`src/rtl/enemy_spawner_if.sv`:
```
// Spawn handshake between the scheduler (master) and an enemy sprite unit (slave).
interface enemy_spawner_if #(
    parameter int unsigned X_POS_W = 10
) ();
    logic               spawn_valid;
    logic               spawn_ready;
    logic [X_POS_W-1:0] spawn_x;
    logic [1:0]         spawn_speed;

    modport master (
        output spawn_valid,
        output spawn_x,
        output spawn_speed,
        input  spawn_ready
    );

    modport slave (
        input  spawn_valid,
        input  spawn_x,
        input  spawn_speed,
        output spawn_ready
    );
endinterface

```
`src/rtl/enemy_spawner.sv`:
```
// Spawn scheduler: every CNT_MAX_TRIGGER enabled cycles, captures an LFSR value,
// folds it into the on-screen x range, picks a level-weighted speed and offers the
// result over a valid/ready handshake.
module enemy_spawner #(
    parameter int unsigned CNT_MAX_TRIGGER = 100,
    parameter int unsigned H_DISP          = 640,
    parameter int unsigned OBJ_X_SIZE      = 57,
    parameter int unsigned X_POS_W         = 10,
    parameter logic [15:0] SEED            = 16'hACE1
) (
    input  logic             clk_run,
    input  logic             rst_n,
    input  logic             en_i,
    input  logic [1:0]       level_i,
    enemy_spawner_if.master  spawn,
    output logic [7:0]       miss_cnt_o
);

    localparam int unsigned        CNT_W    = $clog2(CNT_MAX_TRIGGER);
    localparam logic [CNT_W-1:0]   CNT_LAST = CNT_W'(CNT_MAX_TRIGGER - 1);
    localparam logic [X_POS_W-1:0] X_MAX    = X_POS_W'(H_DISP - OBJ_X_SIZE);
    localparam logic [X_POS_W-1:0] X_SPAN   = X_POS_W'(H_DISP - OBJ_X_SIZE + 1);
    localparam logic [15:0]        SEED_EFF = (SEED == 16'h0) ? 16'hACE1 : SEED;
    localparam logic [15:0]        TAPS     = 16'hB400;

    localparam logic [1:0] SPD_LOW    = 2'b01;
    localparam logic [1:0] SPD_MIDDLE = 2'b11;
    localparam logic [1:0] SPD_HIGH   = 2'b10;

    typedef enum logic [1:0] {StIdle, StCalc, StOffer} state_e;

    state_e             state_q, state_d;
    logic [CNT_W-1:0]   cnt_q;
    logic [15:0]        lfsr_q;
    logic [1:0]         rnd_q;
    logic [X_POS_W-1:0] x_acc_q;
    logic [X_POS_W-1:0] x_q;
    logic [1:0]         speed_q;
    logic [7:0]         miss_q;

    logic        tick;
    logic        x_over;
    logic [15:0] lfsr_next;
    logic [1:0]  speed_sel;

    assign tick      = en_i && (cnt_q == CNT_LAST);
    assign x_over    = x_acc_q > X_MAX;
    assign lfsr_next = {1'b0, lfsr_q[15:1]} ^ (lfsr_q[0] ? TAPS : 16'h0);

    // Level-weighted speed from the two top bits of the captured random value.
    always_comb begin
        speed_sel = SPD_LOW;
        unique case (level_i)
            2'd0: speed_sel = SPD_LOW;
            2'd1: speed_sel = (rnd_q == 2'b11) ? SPD_MIDDLE : SPD_LOW;
            2'd2: speed_sel = (rnd_q == 2'b11) ? SPD_HIGH :
                              (rnd_q == 2'b10) ? SPD_MIDDLE : SPD_LOW;
            2'd3: speed_sel = rnd_q[1] ? SPD_HIGH : SPD_MIDDLE;
        endcase
    end

    // Trigger counter: free-runs while enabled, frozen otherwise.
    always_ff @(posedge clk_run or negedge rst_n) begin
        if (!rst_n) begin
            cnt_q <= '0;
        end else if (tick) begin
            cnt_q <= '0;
        end else if (en_i) begin
            cnt_q <= cnt_q + CNT_W'(1);
        end
    end

    // FSM state register.
    always_ff @(posedge clk_run or negedge rst_n) begin
        if (!rst_n) begin
            state_q <= StIdle;
        end else begin
            state_q <= state_d;
        end
    end

    // FSM next-state logic.
    always_comb begin
        state_d = state_q;
        unique case (state_q)
            StIdle:  if (tick) state_d = StCalc;
            StCalc:  if (!x_over) state_d = StOffer;
            StOffer: if (spawn.spawn_ready) state_d = StIdle;
            default: state_d = StIdle;
        endcase
    end

    // FSM outputs: valid is purely the OFFER state, so reset clears it at once.
    always_comb begin
        spawn.spawn_valid = (state_q == StOffer);
        spawn.spawn_x     = x_q;
        spawn.spawn_speed = speed_q;
        miss_cnt_o        = miss_q;
    end

    // Datapath: capture + LFSR step in IDLE, fold x into range in CALC.
    always_ff @(posedge clk_run or negedge rst_n) begin
        if (!rst_n) begin
            lfsr_q  <= SEED_EFF;
            rnd_q   <= '0;
            x_acc_q <= '0;
            x_q     <= '0;
            speed_q <= '0;
        end else begin
            if (state_q == StIdle && tick) begin
                rnd_q   <= lfsr_q[15:14];
                x_acc_q <= lfsr_q[X_POS_W-1:0];
                lfsr_q  <= lfsr_next;
            end else if (state_q == StCalc) begin
                if (x_over) begin
                    x_acc_q <= x_acc_q - X_SPAN;
                end else begin
                    x_q     <= x_acc_q;
                    speed_q <= speed_sel;
                end
            end
        end
    end

    // Ticks that arrive while a spawn is still in flight are counted, not queued.
    always_ff @(posedge clk_run or negedge rst_n) begin
        if (!rst_n) begin
            miss_q <= '0;
        end else if (tick && state_q != StIdle && miss_q != 8'hFF) begin
            miss_q <= miss_q + 8'd1;
        end
    end

endmodule
```
`src/flat_wrapper.sv`:
```
// flat-port wrapper written by rule: the top's interface ports become plain ports
module enemy_spawner_flat 
#(
    parameter int unsigned CNT_MAX_TRIGGER = 100,
    parameter int unsigned H_DISP          = 640,
    parameter int unsigned OBJ_X_SIZE      = 57,
    parameter int unsigned X_POS_W         = 10,
    parameter logic [15:0] SEED            = 16'hACE1
)
  (clk_run, rst_n, en_i, level_i, miss_cnt_o, spawn_spawn_valid, spawn_spawn_x, spawn_spawn_speed, spawn_spawn_ready);
  enemy_spawner_if #(.X_POS_W(X_POS_W)) spawn_i ();
  input  logic clk_run;
  input  logic rst_n;
  input  logic en_i;
  input  logic [1:0] level_i;
  output logic [7:0] miss_cnt_o;
  output wire logic [$bits(spawn_i.spawn_valid)-1:0] spawn_spawn_valid;
  output wire logic [$bits(spawn_i.spawn_x)-1:0] spawn_spawn_x;
  output wire logic [$bits(spawn_i.spawn_speed)-1:0] spawn_spawn_speed;
  input wire logic [$bits(spawn_i.spawn_ready)-1:0] spawn_spawn_ready;
  assign spawn_spawn_valid = spawn_i.spawn_valid;
  assign spawn_spawn_x = spawn_i.spawn_x;
  assign spawn_spawn_speed = spawn_i.spawn_speed;
  assign spawn_i.spawn_ready = spawn_spawn_ready;
  enemy_spawner #(.CNT_MAX_TRIGGER(CNT_MAX_TRIGGER), .H_DISP(H_DISP), .OBJ_X_SIZE(OBJ_X_SIZE), .X_POS_W(X_POS_W), .SEED(SEED)) u_core (.clk_run(clk_run), .rst_n(rst_n), .en_i(en_i), .level_i(level_i), .spawn(spawn_i), .miss_cnt_o(miss_cnt_o));
endmodule
```
`config.mk`:
```
export PLATFORM = sky130hd
export DESIGN_NAME = enemy_spawner_flat
export DESIGN_NICKNAME = d
export VERILOG_FILES = /design/src/rtl/enemy_spawner_if.sv /design/src/rtl/enemy_spawner.sv /design/src/flat_wrapper.sv
export SDC_FILE = /design/constraint.sdc
export NUM_CORES = 1
export LEC_CHECK = 0
export BUFFER_PORTS_ARGS = -buffer_cell sky130_fd_sc_hd__buf_2
export CAP_MARGIN = 5
export CORE_MARGIN = 3
export CORE_UTILIZATION = 50
export DETAILED_ROUTE_END_ITERATION = 10
export PLACE_DENSITY = 0.79
export RECOVER_POWER = 100
export SYNTH_ARGS = -nofsm -noshare
export SYNTH_HDL_FRONTEND = slang
export SYNTH_SLANG_ARGS = --single-unit
```
`constraint.sdc`:
```
create_clock -name clk_run -period 1.8 [get_ports clk_run]
set_input_delay 0 -clock clk_run [delete_from_list [all_inputs] [get_ports clk_run]]
set_output_delay 0 -clock clk_run [all_outputs]
set_load 0.05 [all_outputs]
```
# Yosys cells after proc, flatten, opt, wreduce, memory -nomap -nowiden
# Index checks and enable logic that the tools add are counted.
dict set report word_totals {
  reg_bits 57
  input_bits 6
}
dict set report classes {
  add_sub_neg 3
  n_lt_le_gt_ge 1
  eq_ne 12
  muxes 15
  n_bitwise 3
  reduce_logical 13
}
# operator n
set op_table {}
lappend op_table {{10-bit two-way mux} 3}
lappend op_table {{16-bit two-way mux} 1}
lappend op_table {{15-bit by 16-bit XOR with 16-bit output} 1}
lappend op_table {{7-bit two-way mux} 2}
lappend op_table {{2-bit two-way mux} 6}
lappend op_table {{2-bit equality test (second input constant)} 5}
lappend op_table {{10-bit > comparator (second input constant)} 1}
lappend op_table {{10-bit subtractor (second input constant)} 1}
lappend op_table {{8-bit by 1-bit adder with 8-bit output (second input constant)} 1}
lappend op_table {{8-bit != test (second input constant)} 1}
lappend op_table {{2-bit one-hot mux with 4 select lines} 1}
lappend op_table {{2-bit nonzero test} 4}
lappend op_table {{7-bit by 1-bit adder with 7-bit output (second input constant)} 1}
lappend op_table {{7-bit equality test (second input constant)} 1}
lappend op_table {{2-bit one-hot mux with 3 select lines} 1}
lappend op_table {{3-bit AND reduction} 2}
lappend op_table {{2-bit by 1-bit equality test with 1-bit output (second input constant)} 2}
lappend op_table {{1-bit logical AND} 4}
lappend op_table {{2-bit logical NOT} 2}
lappend op_table {{2-bit by 1-bit != test with 1-bit output (second input constant)} 2}
lappend op_table {{2-bit != test (second input constant)} 1}
lappend op_table {{1-bit NOT} 2}
lappend op_table {{2-bit AND reduction} 1}
lappend op_table {{1-bit two-way mux} 1}

# Depth between registers and ports, before layout
dict set report logic_depth {
  word_depth 5
  ltp_mapped 7
  ltp_nobuf 6
}

# Worst setup path after synthesis
# No wires, ideal clock.
dict set report synth_path {
  path_kind {reg2reg}
  from {reg u_core.miss_q[0], in the netlist u_core.miss_cnt_o[0]}
  to {reg u_core.miss_q[1], in the netlist u_core.miss_cnt_o[1]}
  setup_ps 125
  arrival_ps 1744
  t_required_ps 1675
  setup_slack_ps -68
  path_stages_with_launch 6
  n_path_buf 1
  synth_period_minus_slack_ps 1868
  path_cell_list {dfrtp_1 ha_1 and4_1 clkbuf_1 nor2_1 mux2_2}
}
dict set report synth_between {
  elab_chain_len 2
}
# item line
set synth_rtl {}
lappend synth_rtl {{start: declaration} enemy_spawner.sv:39} ;# logic [7:0] miss_q;
lappend synth_rtl {{start signal: assignment} enemy_spawner.sv:130} ;# miss_q <= miss_q + 8'd1;
lappend synth_rtl {{parallel branches: the longest is 2 deep, another holds 8-bit by 1-bit adder with 8-bit output} n/a}
# Parallel ways; which one is timed is not known.
# A chain may end at the register's enable or synchronous reset.

# Final worst setup path
dict set report layout_path {
  from {reg u_core.x_acc_q[4]}
  to {reg u_core.x_q[7], in the netlist u_core.spawn.spawn_x[7]}
}
dict set report layout_between {
  elab_chain_len 3
}
# item line
set layout_rtl {}
lappend layout_rtl {{start: declaration} enemy_spawner.sv:36} ;# logic [X_POS_W-1:0] x_acc_q;
lappend layout_rtl {{start signal: assignment} enemy_spawner.sv:112} ;# x_acc_q <= lfsr_q[X_POS_W-1:0];
lappend layout_rtl {{start signal: assignment} enemy_spawner.sv:116} ;# x_acc_q <= x_acc_q - X_SPAN;
lappend layout_rtl {{10-bit > comparator} enemy_spawner.sv:47} ;# assign x_over = x_acc_q > X_MAX;
lappend layout_rtl {{1-bit NOT (no source line)} n/a}
lappend layout_rtl {{3-bit AND reduction (no source line)} n/a}
lappend layout_rtl {{end signal: assignment} enemy_spawner.sv:118} ;# x_q <= x_acc_q;
lappend layout_rtl {{end: declaration} enemy_spawner.sv:37} ;# logic [X_POS_W-1:0] x_q;
# Every way passes these cells.

==> results.yml <==
cts:
  clkTransAtPathRegs_ps: 100
  numClockSinks: 56
  insertion_delay_ps: 310
  clock_path_buffers: 2
  post_cts.repair.setup_buffers: 0
  cts-root-buf: "clkbuf_8"
  cts_buffers: 5
  h-tree-depth: 2
  cts_tree: "done"
logic_synthesis:
  ys_seq_elements: 56
  syn_area_per_cell_um2: 13.0
  ys_top_cells_by_area: "dfrtp_1 46%, mux2_4 14%, dfstp_2 8.1%"
  synth_warnings: 0
  synth-edff-count: 0
  async_flop_share: 1.00
  synth_top_cell_by_area: "dfrtp_1"
  synth_area_mm2: 0.00261
  synth_seq_area_share: 0.541
  synthDominantCellAreaShare: 0.460
  synth_nets: 210
  ys_types: 43
  ys.flop_type: "dfrtp_1"
  synthCells: 201
floorplan:
  die_area_mm2: 0.00612
  num_rows: 25
  dieWidth_um: 78.3
  start_util: 0.535
  ios: 27
  die_h_um: 78.3
  core_area_mm2: 0.00488
worst_setup_path:
  rr_worst_depth: 5
  rrSetupSlack_ps: 80
  path_delay_family: "compound AO/OA/AOI/OAI gates"
  endpoint_kind: "flop"
  crit_arrival_ps: 1920
  regToRegEndpoint: "u_core.spawn.spawn_x[7]"
  crit_buf_inv: 1
  r2r_start: "u_core.x_acc_q[4]"
  setup.worst_path.start_class: "flop"
  worst-path-max-fanout: 9
  cp_slowest_cell: "dfrtp_1"
  crit_required_ps: 2000
  worstSetupPathType: "flop to flop"
  path_cells: "o31ai_2, nand2_1, a21o_1, buf_4, mux2_4"
  crit_path_max_incr_delay_ps: 400
final_layout:
  seqCellArea_mm2: 0.00142
  fillers: 416
  finalNetCount: 257
  final_cell_mix: "43 x dfrtp_1, 27 x clkbuf_1, 13 x mux2_1"
  drive_gt1_frac: 0.253
  multi_input_area_mm2: 0.00108
  area_growth_pct: 14.7
  final_common_cell: "dfrtp_1"
  diodes: 0
routing:
  ant_nets: 0
  via_per_inst: 5.15
  drtPass1Iterations: 4
  dr.first_iter.drc_count: 47
  post-route-drc-count: 0
  vias: 1627
  wl_per_cell_um: 14.3
  wl_um: 4520
sta:
  setup_ws_ps: 80.5
  timing.final.hold_violations: 0
  period_share: 0.955
  fin_crit_ps: 1720
  rsz0062_at_grt: "false"
  fmax_mhz: 582
  setup_tns_ps: 0
  slew-limit-headroom: 0.172
  skew_ps: 6.31
  finalSetupViolCount: 0
  tightestPinTransition_ps: 1240
  slew_viol_final: 0
power_and_ir_drop:
  power_w: 0.00242
  leakagePower_nw: 1.41
  power.density_mw_per_mm2: 807
  vdd_drop_max_uv: 400
hold_path:
  min_from: "level_i[1]"
  min-delay-path-class: "input port to flop"
  worstHoldPathCells: 3
  hold_end: "u_core.spawn.spawn_speed[0]"
global_routing:
  grt_pass1_wl_um: 7960
  antenna_found_initial: 0
  grt-ovfl-total: 0
  grt_max_degree: 36
  track_usage: 0.164
  grt_pass1_vias: 1685
placed_design:
  place.port_buffers: 26
  place_ws_ps: 55.0
  dp_hpwl_um: 3330
  place_congestion: 0.790
flow_run:
  drv_cap: 0
status:
  status: "completed"
==> metrics by stage <==
step	cells	hold WS, ps	utilization	area [um2]
floorplan	201	-296	-	2620
global placement	305	-3.31	0.605	2950
detailed placement	305	1.76	0.605	2950
CTS	316	23.6	0.635	3100
global route	316	34.4	0.613	2990
finish	316	29.7	0.613	2990
==> state kept, by name (all words and copies together), names as in the netlist <==
| register | count |
|---|---|
| u_core.lfsr_q | 16 |
| u_core.rnd_q | 1 |
| u_core.spawn.spawn_speed | 2 |
| u_core.cnt_q | 7 |
| u_core.miss_cnt_o | 8 |
| u_core.spawn.spawn_x | 10 |
| u_core.state_q | 2 |
| u_core.x_acc_q | 10 |
==> worst max path at each step <==
stage,startpoint,end,slack (ps),depth (start not counted)
global route,u_core.x_acc_q[4],u_core.spawn.spawn_x[4],7,5
CTS,u_core.cnt_q[3],u_core.miss_cnt_o[1],40,5
detailed placement,u_core.cnt_q[3],u_core.miss_cnt_o[1],50,5
floorplan,u_core.miss_cnt_o[7],u_core.miss_cnt_o[1],30,5
finish,u_core.x_acc_q[4],u_core.spawn.spawn_x[7],80,5
global placement,u_core.cnt_q[3],u_core.miss_cnt_o[1],90,5
==> layer usage <==
metal  up-vias  GRT usage  share of wire
li1        799          -              -
met1       795      0.211           0.47
met2        28      0.277           0.49
met3         5     0.0344          0.036
met4         0     0.0524         0.0084
met5         -          0              0
==> cells by family after synthesis <==
| group | Yosys count | share of synthesized area |
|---|---|---|
| xor gates and xnor gates | 17 | 0.0570 |
| buffers and inverters | 12 | 0.0264 |
| AOI/OAI and AO/OA | 27 | 0.0671 |
| adders and majority gates | 3 | 0.0144 |
| muxes | 32 | 0.172 |
| and+or+nand+nor | 54 | 0.123 |
| DFF | 56 | 0.541 |
==> tightest hold or removal path, cell delays in order <==
cell	delay, ps
buf_2	100
o211ai_1	70
mux2_4	140
==> power breakdown <==
group	total [W]	leakage, nW	internal (W)	switching, W
clock	0.000830	0.0548	0.000419	0.000410
sequential	0.00136	0.707	0.00131	0.0000510
combinational	0.000224	0.647	0.000103	0.000121
total	0.00242	1.41	0.00183	0.000582
==> area by class of cell <==
| cell class | instances | share of cell area |
|---|---|---|
| Multi-Input combinational cell | 133 | 0.362 |
| Inverter | 5 | 0.00627 |
| Tap cell | 67 | 0.0280 |
| Sequential cell | 56 | 0.474 |
| Clock buffer | 5 | 0.0230 |
| Timing Repair Buffer | 47 | 0.0916 |
| Clock inverter | 3 | 0.0155 |
==> what timing repair did <==
item,in CTS,in global routing
endpoints found under the hold margin,24,0
setup endpoints to repair,0,1
hold buffers,3,0
resized for setup,0,1
==> cells in the mapped netlist, types with 2 or more instances <==
library cell  instances
dfrtp_1              48
mux2_4               24
nand2_1              11
nor2_1               11
xnor2_1               9
dfstp_2               8
xor2_1                8
a21oi_1               7
nand3_1               7
o21ai_0               7
mux2_2                6
inv_1                 5
nor3_1                5
nand2b_1              4
and3_1                3
buf_6                 3
ha_1                  3
a21boi_0              2
clkbuf_1              2
mux2i_1               2
nand3_4               2
nand4_1               2
or2_2                 2
Power figures use the tool's default switching activity.
